### src/rtl/wb_pkg.sv
// Shared definitions for the Wishbone burst master: cycle-type codes and the
// FSM state encoding.
package wb_pkg;

    localparam logic [2:0] CTI_CLASSIC = 3'b000;
    localparam logic [2:0] CTI_INCR    = 3'b010;
    localparam logic [2:0] CTI_EOB     = 3'b111;

    typedef enum logic [1:0] {
        IDLE  = 2'd0,
        WRITE = 2'd1,
        READ  = 2'd2
    } wbm_state_t;

endpackage

### src/rtl/wb_burst_master_if.sv
// Command, write-stream, read-return and Wishbone signals of the burst master,
// bundled so the agent and the memory side can be wired as one port.
interface wb_burst_master_if #(
    parameter int AW    = 32,
    parameter int DW    = 32,
    parameter int LEN_W = 9
);
    // Handshakes: a transfer happens on a rising edge where valid and ready are
    // both high; valid never waits for ready, and payload is stable while valid.
    logic              cmd_valid_i;
    logic              cmd_ready_o;
    logic [AW-1:0]     cmd_addr_i;
    logic [LEN_W-1:0]  cmd_len_i;
    logic              cmd_we_i;
    logic [DW/8-1:0]   cmd_sel_i;

    logic [DW-1:0]     wdata_i;
    logic              wdata_valid_i;
    logic              wdata_ready_o;

    logic [DW-1:0]     rdata_o;
    logic              rdata_valid_o;
    logic              done_o;
    logic              err_o;
    logic              busy_o;

    logic              wb_cyc_o;
    logic              wb_stb_o;
    logic              wb_we_o;
    logic [AW-1:0]     wb_addr_o;
    logic [DW-1:0]     wb_dat_o;
    logic [DW/8-1:0]   wb_sel_o;
    logic [2:0]        wb_cti_o;
    logic [DW-1:0]     wb_dat_i;
    logic              wb_ack_i;

    modport master (
        input  cmd_valid_i, cmd_addr_i, cmd_len_i, cmd_we_i, cmd_sel_i,
        input  wdata_i, wdata_valid_i,
        input  wb_dat_i, wb_ack_i,
        output cmd_ready_o, wdata_ready_o,
        output rdata_o, rdata_valid_o, done_o, err_o, busy_o,
        output wb_cyc_o, wb_stb_o, wb_we_o, wb_addr_o, wb_dat_o, wb_sel_o, wb_cti_o
    );

    modport slave (
        output cmd_valid_i, cmd_addr_i, cmd_len_i, cmd_we_i, cmd_sel_i,
        output wdata_i, wdata_valid_i,
        output wb_dat_i, wb_ack_i,
        input  cmd_ready_o, wdata_ready_o,
        input  rdata_o, rdata_valid_o, done_o, err_o, busy_o,
        input  wb_cyc_o, wb_stb_o, wb_we_o, wb_addr_o, wb_dat_o, wb_sel_o, wb_cti_o
    );

endinterface

### src/rtl/wb_burst_master.sv
// Wishbone B3 initiator: turns one command into a classic or incrementing
// burst, with a one-word write holding register and an ack watchdog.
module wb_burst_master
    import wb_pkg::*;
#(
    parameter int AW      = 32,
    parameter int DW      = 32,
    parameter int LEN_W   = 9,
    parameter int TO_W    = 8,
    parameter int TIMEOUT = 255
) (
    input  logic               wb_clk_i,
    input  logic               wb_rst_i,
    wb_burst_master_if.master  bus,
    output wbm_state_t         dbg_state_o
);

    wbm_state_t        state;
    logic [AW-1:0]     addr;
    logic [LEN_W-1:0]  remaining;
    logic [LEN_W-1:0]  fetch_left;
    logic [DW/8-1:0]   sel;
    logic              hold_v;
    logic [DW-1:0]     hold_data;
    logic [TO_W-1:0]   to_cnt;
    logic              ready_q;
    logic              done_q;
    logic              err_q;
    logic              rvalid_q;
    logic [DW-1:0]     rdata_q;

    logic              cyc;
    logic              stb;
    logic              beat;
    logic              last_beat;
    logic              wd_ready;
    logic              take;
    logic              accept;
    logic              to_hit;
    logic [LEN_W-1:0]  len_eff;
    logic              unused_addr_lsbs;

    assign unused_addr_lsbs = ^bus.cmd_addr_i[1:0];

    assign cyc       = (state != IDLE);
    assign stb       = (state == READ) || ((state == WRITE) && hold_v);
    assign beat      = stb && bus.wb_ack_i;
    assign last_beat = beat && (remaining == LEN_W'(1));
    // The holding register may refill in the same cycle its word is acked,
    // which keeps writes at one beat per cycle.
    assign wd_ready  = (state == WRITE) && (fetch_left != '0) && (!hold_v || beat);
    assign take      = wd_ready && bus.wdata_valid_i;
    assign accept    = ready_q && bus.cmd_valid_i;
    assign to_hit    = stb && !bus.wb_ack_i && (to_cnt == TO_W'(TIMEOUT - 1));
    assign len_eff   = (bus.cmd_len_i == '0) ? LEN_W'(1) : bus.cmd_len_i;

    always_ff @(posedge wb_clk_i) begin
        if (wb_rst_i) begin
            state      <= IDLE;
            addr       <= '0;
            remaining  <= '0;
            fetch_left <= '0;
            sel        <= '0;
            hold_v     <= 1'b0;
            hold_data  <= '0;
            to_cnt     <= '0;
            ready_q    <= 1'b0;
            done_q     <= 1'b0;
            err_q      <= 1'b0;
            rvalid_q   <= 1'b0;
            rdata_q    <= '0;
        end else begin
            done_q   <= 1'b0;
            rvalid_q <= 1'b0;
            case (state)
                IDLE: begin
                    ready_q <= 1'b1;
                    hold_v  <= 1'b0;
                    to_cnt  <= '0;
                    if (accept) begin
                        ready_q    <= 1'b0;
                        addr       <= {bus.cmd_addr_i[AW-1:2], 2'b00};
                        remaining  <= len_eff;
                        fetch_left <= len_eff;
                        sel        <= bus.cmd_sel_i;
                        err_q      <= 1'b0;
                        state      <= bus.cmd_we_i ? WRITE : READ;
                    end
                end
                WRITE, READ: begin
                    if (take) begin
                        hold_data  <= bus.wdata_i;
                        hold_v     <= 1'b1;
                        fetch_left <= fetch_left - LEN_W'(1);
                    end else if (beat) begin
                        hold_v <= 1'b0;
                    end
                    if ((state == READ) && beat) begin
                        rdata_q  <= bus.wb_dat_i;
                        rvalid_q <= 1'b1;
                    end
                    // Only strobed, unacked cycles feed the watchdog; write
                    // wait states with stb low are the upstream's problem.
                    if (beat) begin
                        addr      <= addr + AW'(4);
                        remaining <= remaining - LEN_W'(1);
                        to_cnt    <= '0;
                    end else if (stb) begin
                        to_cnt <= to_cnt + TO_W'(1);
                    end
                    if (last_beat || to_hit) begin
                        state   <= IDLE;
                        done_q  <= 1'b1;
                        ready_q <= 1'b1;
                        hold_v  <= 1'b0;
                        if (to_hit) begin
                            err_q <= 1'b1;
                        end
                    end
                end
                default: begin
                    state <= IDLE;
                end
            endcase
        end
    end

    assign dbg_state_o       = state;

    assign bus.cmd_ready_o   = ready_q;
    assign bus.wdata_ready_o = wd_ready;
    assign bus.rdata_o       = rdata_q;
    assign bus.rdata_valid_o = rvalid_q;
    assign bus.done_o        = done_q;
    assign bus.err_o         = err_q;
    assign bus.busy_o        = cyc;

    // Outside a cycle everything but the address is forced to zero.
    assign bus.wb_cyc_o  = cyc;
    assign bus.wb_stb_o  = stb;
    assign bus.wb_we_o   = (state == WRITE);
    assign bus.wb_addr_o = addr;
    assign bus.wb_dat_o  = (state == WRITE) ? hold_data : '0;
    assign bus.wb_sel_o  = cyc ? sel : '0;
    assign bus.wb_cti_o  = !cyc                       ? CTI_CLASSIC :
                           (remaining == LEN_W'(1))   ? CTI_EOB     : CTI_INCR;

endmodule

### src/flat_wrapper.sv
// flat-port wrapper written by rule: the top's interface ports become plain ports
module wb_burst_master_flat import wb_pkg::*;
#(
    parameter int AW      = 32,
    parameter int DW      = 32,
    parameter int LEN_W   = 9,
    parameter int TO_W    = 8,
    parameter int TIMEOUT = 255
)
  (wb_clk_i, wb_rst_i, dbg_state_o, bus_cmd_valid_i, bus_cmd_addr_i, bus_cmd_len_i, bus_cmd_we_i, bus_cmd_sel_i, bus_wdata_i, bus_wdata_valid_i, bus_wb_dat_i, bus_wb_ack_i, bus_cmd_ready_o, bus_wdata_ready_o, bus_rdata_o, bus_rdata_valid_o, bus_done_o, bus_err_o, bus_busy_o, bus_wb_cyc_o, bus_wb_stb_o, bus_wb_we_o, bus_wb_addr_o, bus_wb_dat_o, bus_wb_sel_o, bus_wb_cti_o);
  wb_burst_master_if #(.AW(AW), .DW(DW), .LEN_W(LEN_W)) bus_i ();
  input  logic wb_clk_i;
  input  logic wb_rst_i;
  output wbm_state_t dbg_state_o;
  input wire logic [$bits(bus_i.cmd_valid_i)-1:0] bus_cmd_valid_i;
  input wire logic [$bits(bus_i.cmd_addr_i)-1:0] bus_cmd_addr_i;
  input wire logic [$bits(bus_i.cmd_len_i)-1:0] bus_cmd_len_i;
  input wire logic [$bits(bus_i.cmd_we_i)-1:0] bus_cmd_we_i;
  input wire logic [$bits(bus_i.cmd_sel_i)-1:0] bus_cmd_sel_i;
  input wire logic [$bits(bus_i.wdata_i)-1:0] bus_wdata_i;
  input wire logic [$bits(bus_i.wdata_valid_i)-1:0] bus_wdata_valid_i;
  input wire logic [$bits(bus_i.wb_dat_i)-1:0] bus_wb_dat_i;
  input wire logic [$bits(bus_i.wb_ack_i)-1:0] bus_wb_ack_i;
  output wire logic [$bits(bus_i.cmd_ready_o)-1:0] bus_cmd_ready_o;
  output wire logic [$bits(bus_i.wdata_ready_o)-1:0] bus_wdata_ready_o;
  output wire logic [$bits(bus_i.rdata_o)-1:0] bus_rdata_o;
  output wire logic [$bits(bus_i.rdata_valid_o)-1:0] bus_rdata_valid_o;
  output wire logic [$bits(bus_i.done_o)-1:0] bus_done_o;
  output wire logic [$bits(bus_i.err_o)-1:0] bus_err_o;
  output wire logic [$bits(bus_i.busy_o)-1:0] bus_busy_o;
  output wire logic [$bits(bus_i.wb_cyc_o)-1:0] bus_wb_cyc_o;
  output wire logic [$bits(bus_i.wb_stb_o)-1:0] bus_wb_stb_o;
  output wire logic [$bits(bus_i.wb_we_o)-1:0] bus_wb_we_o;
  output wire logic [$bits(bus_i.wb_addr_o)-1:0] bus_wb_addr_o;
  output wire logic [$bits(bus_i.wb_dat_o)-1:0] bus_wb_dat_o;
  output wire logic [$bits(bus_i.wb_sel_o)-1:0] bus_wb_sel_o;
  output wire logic [$bits(bus_i.wb_cti_o)-1:0] bus_wb_cti_o;
  assign bus_i.cmd_valid_i = bus_cmd_valid_i;
  assign bus_i.cmd_addr_i = bus_cmd_addr_i;
  assign bus_i.cmd_len_i = bus_cmd_len_i;
  assign bus_i.cmd_we_i = bus_cmd_we_i;
  assign bus_i.cmd_sel_i = bus_cmd_sel_i;
  assign bus_i.wdata_i = bus_wdata_i;
  assign bus_i.wdata_valid_i = bus_wdata_valid_i;
  assign bus_i.wb_dat_i = bus_wb_dat_i;
  assign bus_i.wb_ack_i = bus_wb_ack_i;
  assign bus_cmd_ready_o = bus_i.cmd_ready_o;
  assign bus_wdata_ready_o = bus_i.wdata_ready_o;
  assign bus_rdata_o = bus_i.rdata_o;
  assign bus_rdata_valid_o = bus_i.rdata_valid_o;
  assign bus_done_o = bus_i.done_o;
  assign bus_err_o = bus_i.err_o;
  assign bus_busy_o = bus_i.busy_o;
  assign bus_wb_cyc_o = bus_i.wb_cyc_o;
  assign bus_wb_stb_o = bus_i.wb_stb_o;
  assign bus_wb_we_o = bus_i.wb_we_o;
  assign bus_wb_addr_o = bus_i.wb_addr_o;
  assign bus_wb_dat_o = bus_i.wb_dat_o;
  assign bus_wb_sel_o = bus_i.wb_sel_o;
  assign bus_wb_cti_o = bus_i.wb_cti_o;
  wb_burst_master #(.AW(AW), .DW(DW), .LEN_W(LEN_W), .TO_W(TO_W), .TIMEOUT(TIMEOUT)) u_core (.wb_clk_i(wb_clk_i), .wb_rst_i(wb_rst_i), .bus(bus_i), .dbg_state_o(dbg_state_o));
endmodule
### config.mk
export PLATFORM = sky130hd
export DESIGN_NAME = wb_burst_master_flat
export DESIGN_NICKNAME = d
export VERILOG_FILES = /design/src/rtl/wb_pkg.sv /design/src/rtl/wb_burst_master_if.sv /design/src/rtl/wb_burst_master.sv /design/src/flat_wrapper.sv
export SDC_FILE = /design/constraint.sdc
export NUM_CORES = 1
export LEC_CHECK = 0
export ABC_AREA = 0
export CAP_MARGIN = 40
export CORE_UTILIZATION = 50
export DETAILED_ROUTE_END_ITERATION = 8
export GPL_TIMING_DRIVEN = 0
export PLACE_DENSITY_LB_ADDON = 0.08
export SLEW_MARGIN = 0
export SYNTH_ARGS = -nofsm -noshare
export SYNTH_HDL_FRONTEND = slang
export SYNTH_SLANG_ARGS = --single-unit
### constraint.sdc
create_clock -name wb_clk_i -period 4.35 [get_ports wb_clk_i]
set_input_delay 0.87 -clock wb_clk_i [delete_from_list [all_inputs] [get_ports wb_clk_i]]
set_output_delay 0.87 -clock wb_clk_i [all_outputs]
set_load 0.005 [all_outputs]
Word level (Yosys, flattened, before mapping)

Index checks and enable logic that the tools add are counted.

Memories kept: 0
Logic and storage cells: 94
Bits in writable memories: 0
Output and inout port bits: 114
Bits in read-only memories: 0
Bits in registers: 133
Bits in latches: 0
Bits of input ports: 115

Order comparisons: 0
Eq/ne operators: 11
$mul: 0
Reduce and logical (&&, ||, !) cells: 32
Add/subtract/negate cells: 4
Shift-type cells: 0
Div/mod/pow operators: 0
Multiplexer cells: 33
Bitwise operators: 1

Operators by type and width:

| cell                                                   | number |
|---|---|
| two-way mux 32 bit                                     | 3 |
| one-hot mux 32 bit (2 select lines)                    | 1 |
| two-way mux 9 bit                                      | 4 |
| one-hot mux 9 bit (2 select lines)                     | 2 |
| adder 32 x 3 -> 32 bit (second input constant)         | 1 |
| subtractor 9 x 1 -> 9 bit (second input constant)      | 2 |
| two-way mux 8 bit                                      | 2 |
| one-hot mux 8 bit (2 select lines)                     | 1 |
| AND reduction 2 bit                                    | 7 |
| logical AND 1 bit                                      | 10 |
| two-way mux 1 bit                                      | 10 |
| inequality test 2 x 1 -> 1 bit (second input constant) | 5 |
| == test 9 x 1 -> 1 bit (second input constant)         | 1 |
| zero test 9 bit                                        | 1 |
| nonzero test 9 bit                                     | 1 |
| adder 8 x 1 -> 8 bit (second input constant)           | 1 |
| == test 8 bit (second input constant)                  | 1 |
| two-way mux 2 bit                                      | 3 |
| two-way mux 3 bit                                      | 2 |
| one-hot mux 1 bit (2 select lines)                     | 3 |
| AND reduction 3 bit                                    | 2 |
| two-way mux 4 bit                                      | 1 |
| inequality test 4 x 1 -> 1 bit (second input constant) | 1 |
| one-hot mux 2 bit (2 select lines)                     | 1 |
| 10 further kinds                                       | 15 |

Depth between registers and ports, before layout

Gate-level depths: netlist of the first run.

Word-level depth: 10
Mapped depth: 11
Gate-level depth less buffers: 8

Worst setup path before layout of the first run

No wires, ideal clock.

Path kind: flip-flop to output port
From: register u_core.fetch_left[1]
To: output bus_wdata_ready_o
Cell stages (with the launch flop): 6
Buffers on the path: 0
Data required time: 3,480 ps
Slack: 1,981 ps
Arrival: 1,499 ps
Cells stage by stage: dfxtp_1 inv_1 ha_1 or4b_4 nor4_4 nor2_1

Cells in the longest elaborated chain, start to end: 3

Ends and longest elaborated chain:

| element                        | RTL line              | RTL |
|---|---|---|
| start, declared                | wb_burst_master.sv:21 | `logic [LEN_W-1:0] fetch_left;` |
| start signal, assigned         | wb_burst_master.sv:84 | `fetch_left <= len_eff;` |
| start signal, assigned         | wb_burst_master.sv:94 | `fetch_left <= fetch_left - LEN_W'(1);` |
| nonzero test 9 bit             | wb_burst_master.sv:51 | `assign wd_ready = (state == WRITE) && (fetch_left != '0) && (!hold_v \|\| beat);` |
| logical AND 1 bit (2 in a row) | wb_burst_master.sv:51 |  |
| end, declared                  | flat_wrapper.sv:25    | `output wire logic [$bits(bus_i.wdata_ready_o)-1:0] bus_wdata_ready_o;` |

Every way passes these cells.

Worst setup path after layout of the first run

Ends and elaborated chain as after synthesis.

==> results of run 1 <==
-- cell type report --
type / instances / area, µm² / area share [%]
clock inverter: 5 / 50.0 / 0.516
timing repair buffer: 224 / 2240 / 23.1
clock buffer: 26 / 499 / 5.14
inverter: 19 / 71.3 / 0.735
multi-input combinational: 624 / 3600 / 37.1
buffer: 62 / 409 / 4.21
tap: 172 / 215 / 2.22
sequential: 131 / 2620 / 27.0
-- path summary, 6_finish.rpt --
kind,slack [ns],endpoint,cells after the start
setup / recovery,0.92,bus_wdata_ready_o,6
hold / removal,0.44,u_core.hold_data[3],2
setup reg to reg,1.14,u_core.fetch_left[0],9
hold reg to reg,0.44,u_core.hold_data[3],2
-- routing by layer --
layer | track usage (%) | up-vias | wire length [µm]
met3 | 8.09 | 65 | 1770
met5 | 0 | - | 0
met1 | 36.1 | 3226 | 8710
met4 | 13.6 | 0 | 727
met2 | 49.9 | 355 | 10000
li1 | - | 3441 | -
-- through the flow --
stage	setup WS, ns	instances	util, %
6_report	0.918	1263	75.7
4_1_cts	0.930	1263	75.7
3_3_place_gp	0.667	1232	71.4
2_1_floorplan	1.98	836	-
3_5_place_dp	0.672	1232	71.4
5_1_grt	0.793	1263	75.7
-- registers in the layout (all words and copies together), names as in the netlist --
name                      cells
u_core.bus.err_o              1
u_core.sel                    4
u_core.bus.rdata_o           32
u_core.bus.done_o             1
u_core.fetch_left             9
u_core.bus.wb_addr_o         30
u_core.remaining              9
u_core.bus.cmd_ready_o        1
u_core.to_cnt                 8
u_core.dbg_state_o            2
u_core.hold_v                 1
u_core.bus.rdata_valid_o      1
u_core.hold_data             32
-- power groups by stage --
stage	combinational [mW]	sequential, mW	clock (mW)
global placement	0.859	1.42	0
CTS	0.874	1.40	1.35
floorplan	0.487	1.40	0
detailed placement	0.867	1.42	0
global route	0.953	1.42	1.41
finish	0.887	1.41	1.35
-- kinds of logic (layout without fill, tap and decap cells) --
kind of cell / after synthesis / count (layout) / share of synthesized area [%]
AOI/OAI and AO/OA: 205 / 205 / 20.0
DFF: 131 / 131 / 39.2
xor gates and xnor gates: 6 / 6 / 0.785
adders and majority gates: 10 / 10 / 1.87
other: 1 / 2 / 0.0560
and+or+nand+nor: 380 / 380 / 27.7
muxes: 21 / 21 / 3.19
buffers and inverters: 81 / 336 / 7.17
-- layout by cell type (no fill, tap or decap), drive strengths merged, types with 19 or more instances in the layout --
cell type,count
inv,19
buf,24
clkbuf,61
nand2,171
dfxtp,131
nor2,57
clkdlybuf4s50,224
nand3,27
and2,38
a21oi,92
-- critical path: stages (launching register included) --
cell and delay [ns]:
dfxtp_1 0.31, inv_1 0.11, ha_1 0.22, or4b_4 0.52, nor4_4 0.44, nor2_1 0.07, clkdlybuf4s50_1 0.48
==> results.ini, run 1 <==
[die]
dieArea_um2 = 13900
initial_core_util_pct = 52.2
die_w_um = 118
core_um2 = 12800
die_y_um = 118
ios = 229
num_rows = 41

[grt]
grt_first_pass_wirelength_um = 32800
antenna_found_initial = 0
grtUsageTotal_pct = 30.1
grt_pass1_vias = 6455
grt_max_degree = 17
overflow = 0

[place]
gp_congestion = 0.886
dp_hpwl_um = 15200
io_buffer_count = 224
placed_cell_area_um2 = 9160

[detailed_routing]
post_drt_via_cell_ratio = 5.61
drtIter0Drc = 519
drc = 0
postRouteAntennaNets = 0
via_count = 7087
drt_wl_total_um = 21200
wire_per_inst_um = 16.8
drt-pass1-iter-count = 5

[min_path]
hold_start = u_core.hold_data[3]
worstHoldPathType = reg -> reg

[power]
p_leak_nw = 3.38
power_density_nw_per_um2 = 375
internal_power_mw = 2.55
ir_drop_mv = 0.235
pwr-share-comb_pct = 24.3
power_mw = 3.64
pwr-share-clk_pct = 37.1
switching_share_pct = 30.1
p_seq_share_pct = 38.6
power_switching_mw = 1.10

[sta]
post-route-period-util_pct = 78.9
clock_skew_ns = 0.00728
max-slew-margin-rel_pct = 47.3
layout_min_cycle_time_ns = 3.43
worst_slew_pin_slew_ns = 0.791
holdWs_ns = 0.444
finalHoldViolCount = 0
final-max-slew-violation-count = 0
setup_viol = 0
tns_ns = 0
rsz0062_at_grt = false
max_clock_freq_mhz = 291

[synthesis]
synth_area_leaders = dfxtp_1 (39%), nand2_1 (9.6%), a21oi_1 (6.2%), and2_1 (3.5%), nor2_1 (3.2%)
postSynthCellCount = 835
ys_top_cells_by_count = nand2_1 (171), dfxtp_1 (131), a21oi_1 (83)
synthArstFlopShare_pct = 0
syn_avg_cell_area_um2 = 8.02
synth_edf_count = 0
synth.largest_area_cell = dfxtp_1
ys.flop_type = dfxtp_1
synth_area_um2 = 6700
synth-warning-count = 0
ys_types = 74
yosysMostFrequentCell = nand2_1
ys_seq_area_share_pct = 39.2
ys_seq_elements = 131
synth_top_area_share_pct = 39.2

[clocking]
cts_tree = done
cts-resized-gates = 0
insertion_delay_ns = 0.43
cts_buffers = 17
cts.path.max_buffers = 2
h-tree-depth = 4
post_cts_buffers = 0
cts.sinks = 131
root_buffer = clkbuf_16
cts_hold_buf = 0
path_clk_slew_ns = 0.05

[worst_setup_path]
end_kind = primary output
reg2reg_from = u_core.dbg_state_o[0]
critPathMaxFanout = 7
cp.arrival_ns = 2.56
startpoint = u_core.fetch_left[1]
crit_type = reg -> out
start_kind = register
required_ns = 3.48

[run_status]
status = complete, no violations

[run]
maxCapViolCount = 0

[layout]
n_antenna_cell = 0
drive_gt1_share_pct = 7.06
fillers = 1011
nets = 1204
syn2layout_area_growth_pct = 45.0
stdcell_area_um2 = 9710

Power figures use the tool's default switching activity.
==> run 2: changes to the inputs <==
--- a/config.mk
+++ b/config.mk
@@ -7,7 +7,7 @@
 export LEC_CHECK = 0
 export ABC_AREA = 0
 export CAP_MARGIN = 40
-export CORE_UTILIZATION = 50
+export CORE_UTILIZATION = 42
 export DETAILED_ROUTE_END_ITERATION = 8
 export GPL_TIMING_DRIVEN = 0
 export PLACE_DENSITY_LB_ADDON = 0.08
==> constraint.sdc (replaced) <==
create_clock -name wb_clk_i -period 3.1 [get_ports wb_clk_i]
set_input_delay 0.62 -clock wb_clk_i [delete_from_list [all_inputs] [get_ports wb_clk_i]]
set_output_delay 0.62 -clock wb_clk_i [all_outputs]
set_load 0.005 [all_outputs]
==> results.ini, run 2 (synthesis results as in run 1) <==
[sta]
final-max-slew-violation-count = 0  ; unchanged
finalHoldViolCount = 0  ; unchanged
layout_min_cycle_time_ns = 2.96
post-route-period-util_pct = 95.5
max_clock_freq_mhz = 338
max-slew-margin-rel_pct = 49.9  ; +2.6 points
rsz0062_at_grt = false
clock_skew_ns = 0.0106  ; +0.00334 ns
setup_viol = 0  ; unchanged
holdWs_ns = 0.446  ; +0.00131 ns
worst_slew_pin_slew_ns = 0.733  ; -0.0578 ns

[die]
ios = 229  ; unchanged
dieArea_um2 = 16500  ; +19%
die_y_um = 128  ; +9.0%
die_w_um = 128  ; +9.0%
core_um2 = 15400  ; +20%
num_rows = 45  ; +9.8%
initial_core_util_pct = 43.6  ; -8.6 points

[grt]
grt_first_pass_wirelength_um = 33400  ; +1.7%
overflow = 0  ; unchanged
grt_max_degree = 17  ; unchanged
grt_pass1_vias = 6387  ; -1.1%
antenna_found_initial = 0  ; unchanged
grtUsageTotal_pct = 26.3  ; -3.8 points

[detailed_routing]
post_drt_via_cell_ratio = 5.37  ; -4.3%
drt-pass1-iter-count = 6  ; +1
drt_wl_total_um = 21500  ; +1.4%
wire_per_inst_um = 16.6  ; -1.4%
via_count = 6979  ; -1.5%
postRouteAntennaNets = 0  ; unchanged
drc = 0  ; unchanged
drtIter0Drc = 457  ; -12%

[layout]
n_antenna_cell = 0  ; unchanged
fin_util_pct = 63.7  ; -12 points
drive_gt1_share_pct = 7.62  ; +0.56 points
nets = 1204  ; unchanged
final_common_cell = clkdlybuf4s50_1
stdcell_area_um2 = 9790  ; +0.85%
mostFrequentLayoutCells = clkdlybuf4s50_1 (224), nand2_1 (171), dfxtp_1 (131)
finalNonFillerCells = 1300  ; +2.9%
syn2layout_area_growth_pct = 46.2

[power]
p_leak_nw = 3.38  ; +0.14%
power_density_nw_per_um2 = 531  ; +42%
ir_drop_mv = 0.424  ; +81%

[worst_setup_path]
cp.arrival_ns = 2.34  ; -0.22 ns
required_ns = 2.48  ; -1.00 ns
crit_type = reg -> out
start_kind = register
critPathMaxFanout = 4  ; -3
end_kind = primary output
r2r_cells = 9  ; unchanged
r2r_slack_ns = 0.37  ; -0.77 ns

[run]
maxCapViolCount = 0  ; unchanged

[clocking]
path_clk_slew_ns = 0.06  ; about the same
cts_hold_buf = 0  ; unchanged
cts.path.max_buffers = 2  ; unchanged
cts_tree = done
root_buffer = clkbuf_16
cts_buffers = 17  ; unchanged
cts.sinks = 131  ; unchanged
h-tree-depth = 4  ; unchanged
insertion_delay_ns = 0.43  ; about the same

[place]
dp.cells = 1272  ; +3.2%
gp_congestion = 0.841  ; -5.1%
io_buffer_count = 224  ; unchanged
dp_hpwl_um = 15700  ; +3.7%
placed_cell_area_um2 = 9220  ; +0.64%

[min_path]
worstHoldPathType = reg -> reg
whs_path_depth = 2  ; unchanged

[run_status]
status = complete, no violations

-- run 2: cell types whose count changed in the layout (fill, tap and decap cells not counted) --
cell / delta
clkbuf_1: -7
clkinvlp_4: +4
clkbuf_8: -2
clkinv_2: -2
buf_4: +1
bufinv_16: +1
clkbuf_2: +1
clkdlybuf4s18_2: +1
clkinv_4: +1
nor4b_1: -1
nor4b_2: +1
-- run 2: final cells by class --
class | count | area, µm²
Clock buffer | 20 | 457
Timing Repair Buffer | 226 | 2260
Inverter | 19 | 71.3
Buffer | 60 | 403
Fill cell | 1366 | 5580
Clock inverter | 9 | 109
Sequential cell | 131 | 2620
Tap cell | 211 | 264
Multi-Input combinational cell | 624 | 3600
-- run 2: critical path, stage by stage (launching register included) --
cell             delay, ns
dfxtp_1               0.32
inv_1                 0.11
ha_1                  0.23
or4b_4                0.52
nor4_4                0.20
nor2_1                0.08
clkdlybuf4s50_1       0.46
-- run 2: power by group --
part           switching, mW  internal (mW)
clock                  0.753           1.21
sequential             0.165           1.81
combinational          0.661          0.606
-- run 2: worst paths after layout --
| check | start | end |
|---|---|---|
| worst max-delay path | u_core.fetch_left[1] | bus_wdata_ready_o |
| worst min register to register | u_core.hold_data[4] | u_core.hold_data[4] |
| worst max register to register | u_core.dbg_state_o[1] | u_core.bus.wb_addr_o[30] |
| worst min-delay path | u_core.hold_data[4] | u_core.hold_data[4] |
-- run 2: repair_timing --
action	in CTS	in global routing
endpoints found under the setup margin	4	3
pin swaps	1	0
endpoints found under the hold margin	0	0
cloned	0	0
gates resized for setup	2	0
buffers inserted	1	0
-- run 2: through the flow --
| step | setup WS [ns] | TNS, ns | total power [mW] |
|---|---|---|---|
| 6_report | 0.139 | 0 | 5.20 |
| 5_1_grt | 0.00396 | 0 | 5.41 |
| 4_1_cts | 0.0714 | 0 | 5.21 |
| 3_5_place_dp | -0.470 | -1.88 | 3.24 |
| 3_3_place_gp | -0.436 | -1.84 | 3.23 |
| 2_1_floorplan | 0.943 | 0 | 2.65 |
-- run 2: layer usage --
layer	global-route usage (%)	vias up	wire, µm
met3	6.34	39	1540
met4	9.90	0	479
met1	33.6	3238	9420
met5	0	-	0
li1	-	3423	-
met2	42.6	279	10100
==> run 3: changes to the inputs <==
--- a/config.mk
+++ b/config.mk
@@ -8,9 +8,11 @@
 export ABC_AREA = 0
 export CAP_MARGIN = 40
 export CORE_UTILIZATION = 42
+export CTS_CLUSTER_SIZE = 10
 export DETAILED_ROUTE_END_ITERATION = 8
 export GPL_TIMING_DRIVEN = 0
 export PLACE_DENSITY_LB_ADDON = 0.08
+export REMOVE_ABC_BUFFERS = 1
 export SLEW_MARGIN = 0
 export SYNTH_ARGS = -nofsm -noshare
 export SYNTH_HDL_FRONTEND = slang
==> results.ini, run 3 (synthesis results as in run 1) <==
[sta]
max-slew-margin-rel_pct = 50.9  ; +1.0 points
rsz0062_at_grt = false
max_clock_freq_mhz = 337  ; -0.11%
post-route-period-util_pct = 95.6  ; +0.10 points
setup_viol = 0  ; unchanged
finalHoldViolCount = 0  ; unchanged
layout_min_cycle_time_ns = 2.96  ; +0.00312 ns
tns_ns = 0  ; unchanged
final-max-slew-violation-count = 0  ; unchanged
worst_slew_pin_slew_ns = 0.734  ; +0.000856 ns
clock_skew_ns = 0.00879  ; -0.00182 ns

[layout]
drive_gt1_share_pct = 8.10  ; +0.47 points
nets = 1162  ; -3.5%
mostFrequentLayoutCells = clkdlybuf4s50_1 (223), nand2_1 (171), dfxtp_1 (131)
final_common_cell = clkdlybuf4s50_1
fin_util_pct = 63.2  ; -0.46 points
syn2layout_area_growth_pct = 45.1
fillers = 1401  ; +2.6%
n_antenna_cell = 0  ; unchanged
finalNonFillerCells = 1261  ; -3.0%

[min_path]
hold_start = u_core.hold_data[8]
worstHoldPathType = reg -> reg
hold_end = u_core.hold_data[8]
whs_path_depth = 2  ; unchanged

[worst_setup_path]
critPathMaxFanout = 4  ; unchanged
r2r_slack_ns = 0.26  ; -0.11 ns
reg2reg_from = u_core.dbg_state_o[0]
start_kind = register
r2r-end = u_core.fetch_left[5]
r2r_cells = 7  ; -2
path_cells = inv_1, ha_1, or4b_4, nor4_4, nor2_1, clkdlybuf4s50_1
cp.arrival_ns = 2.34  ; about the same
required_ns = 2.48  ; about the same
end_kind = primary output
slowest_delay_ns = 0.52  ; about the same
slowest_stage = or4b_4
crit_type = reg -> out

[detailed_routing]
drc = 0  ; unchanged
via_count = 6670  ; -4.4%
postRouteAntennaNets = 0  ; unchanged
drt-pass1-iter-count = 5  ; -1
drt_wl_total_um = 19700  ; -8.7%
wire_per_inst_um = 15.6  ; -5.9%
post_drt_via_cell_ratio = 5.29  ; -1.5%
drtIter0Drc = 411  ; -10%

[clocking]
insertion_delay_ns = 0.41  ; -0.02 ns
cts_tree = done
cts.sinks = 131  ; unchanged
root_buffer = clkbuf_16
h-tree-depth = 4  ; unchanged
cts_buffers = 17  ; unchanged
path_clk_slew_ns = 0.06  ; about the same
cts.path.max_buffers = 2  ; unchanged

[die]
num_rows = 45  ; unchanged
dieArea_um2 = 16500  ; unchanged
die_y_um = 128  ; unchanged
initial_core_util_pct = 43.6  ; unchanged
core_um2 = 15400  ; unchanged
die_w_um = 128  ; unchanged
ios = 229  ; unchanged

[grt]
grt_max_degree = 51  ; +34
grt_pass1_vias = 6091  ; -4.6%
overflow = 0  ; unchanged
grtUsageTotal_pct = 23.7  ; -2.5 points
antenna_found_initial = 0  ; unchanged
grt_first_pass_wirelength_um = 31000  ; -7.1%

[power]
ir_drop_mv = 0.338  ; -20%
switching_share_pct = 28.7  ; -1.6 points
pwr-share-clk_pct = 40.0  ; +2.3 points
power_switching_mw = 1.53  ; -3.1%
p_seq_share_pct = 37.0  ; -0.9 points
power_density_nw_per_um2 = 548  ; +3.1%
internal_power_mw = 3.79  ; +4.7%
pwr-share-comb_pct = 23.0  ; -1.3 points
p_leak_nw = 3.34  ; -1.2%

[place]
dp.cells = 1223  ; -3.9%
gp_congestion = 0.825  ; -1.8%
dp_hpwl_um = 14100  ; -11%
io_buffer_count = 224  ; unchanged

[run_status]
status = complete, no violations

[run]
maxCapViolCount = 0  ; unchanged

-- run 3: final cells by class --
type	instances	area [µm²]	share of cell area (%)
inverters	19	71.3	0.734
clock inverters	13	183	1.88
repair buffers	244	2510	25.8
clock buffers	19	443	4.56
multi-input cells	624	3620	37.3
flip-flops and latches	131	2620	27.0
well taps	211	264	2.72
-- run 3: worst max-delay path by stage --
stage / from / end / slack [ns]
floorplan: u_core.dbg_state_o[0] / u_core.bus.wb_addr_o[4] / -0.98
detailed placement: bus_wb_ack_i / u_core.bus.wb_addr_o[4] / -0.28
global route: u_core.dbg_state_o[0] / u_core.fetch_left[5] / 0.008
finish: u_core.fetch_left[1] / bus_wdata_ready_o / 0.14
global placement: wb_rst_i / u_core.bus.wb_addr_o[24] / -3.12
CTS: u_core.fetch_left[1] / bus_wdata_ready_o / 0.14
-- run 3: repair_timing --
action                                  CTS  global route
buffers inserted                          6             0
endpoints found under the setup margin    9             0
hold buffers                              0             0
gates resized for setup                   3             0
-- run 3: power groups by stage --
stage | registers (mW) | logic (mW) | clock network (mW)
after floorplan | 1.97 | 0.603 | 0
after global placement | 2.00 | 1.13 | 0
after detailed placement | 2.00 | 1.20 | 0
after CTS | 1.97 | 1.23 | 2.16
after global routing | 1.99 | 1.33 | 2.23
final | 1.97 | 1.23 | 2.13
-- run 3: critical path, delay by kind of cell, from the launching register on --
| kind | cells | cell delay (ns) |
|---|---|---|
| AND/OR/NAND/NOR | 3 | 0.82 |
| flip-flops | 1 | 0.31 |
| buffers and inverters | 2 | 0.57 |
| adder cells (fa/ha/maj) | 1 | 0.22 |
-- run 3: through the flow --
step | worst slack [ns] | total power [mW] | area [µm²] | hold WS [ns]
floorplan | -0.976 | 2.58 | 6290 | 0.426
global placement | -3.12 | 3.13 | 8800 | 0.438
detailed placement | -0.275 | 3.21 | 9020 | 0.443
CTS | 0.138 | 5.36 | 9720 | 0.450
global route | 0.00778 | 5.55 | 9720 | 0.466
finish | 0.136 | 5.32 | 9720 | 0.449
-- run 3: routing by layer --
metal / vias up / wire (µm) / part of all wire, % / GRT usage (%)
met1: 3081 / 9100 / 46 / 31.0
li1: 3339 / - / - / -
met5: - / 0 / 0 / 0
met2: 228 / 9210 / 47 / 39.1
met3: 22 / 1020 / 5.2 / 3.92
met4: 0 / 332 / 1.7 / 9.00
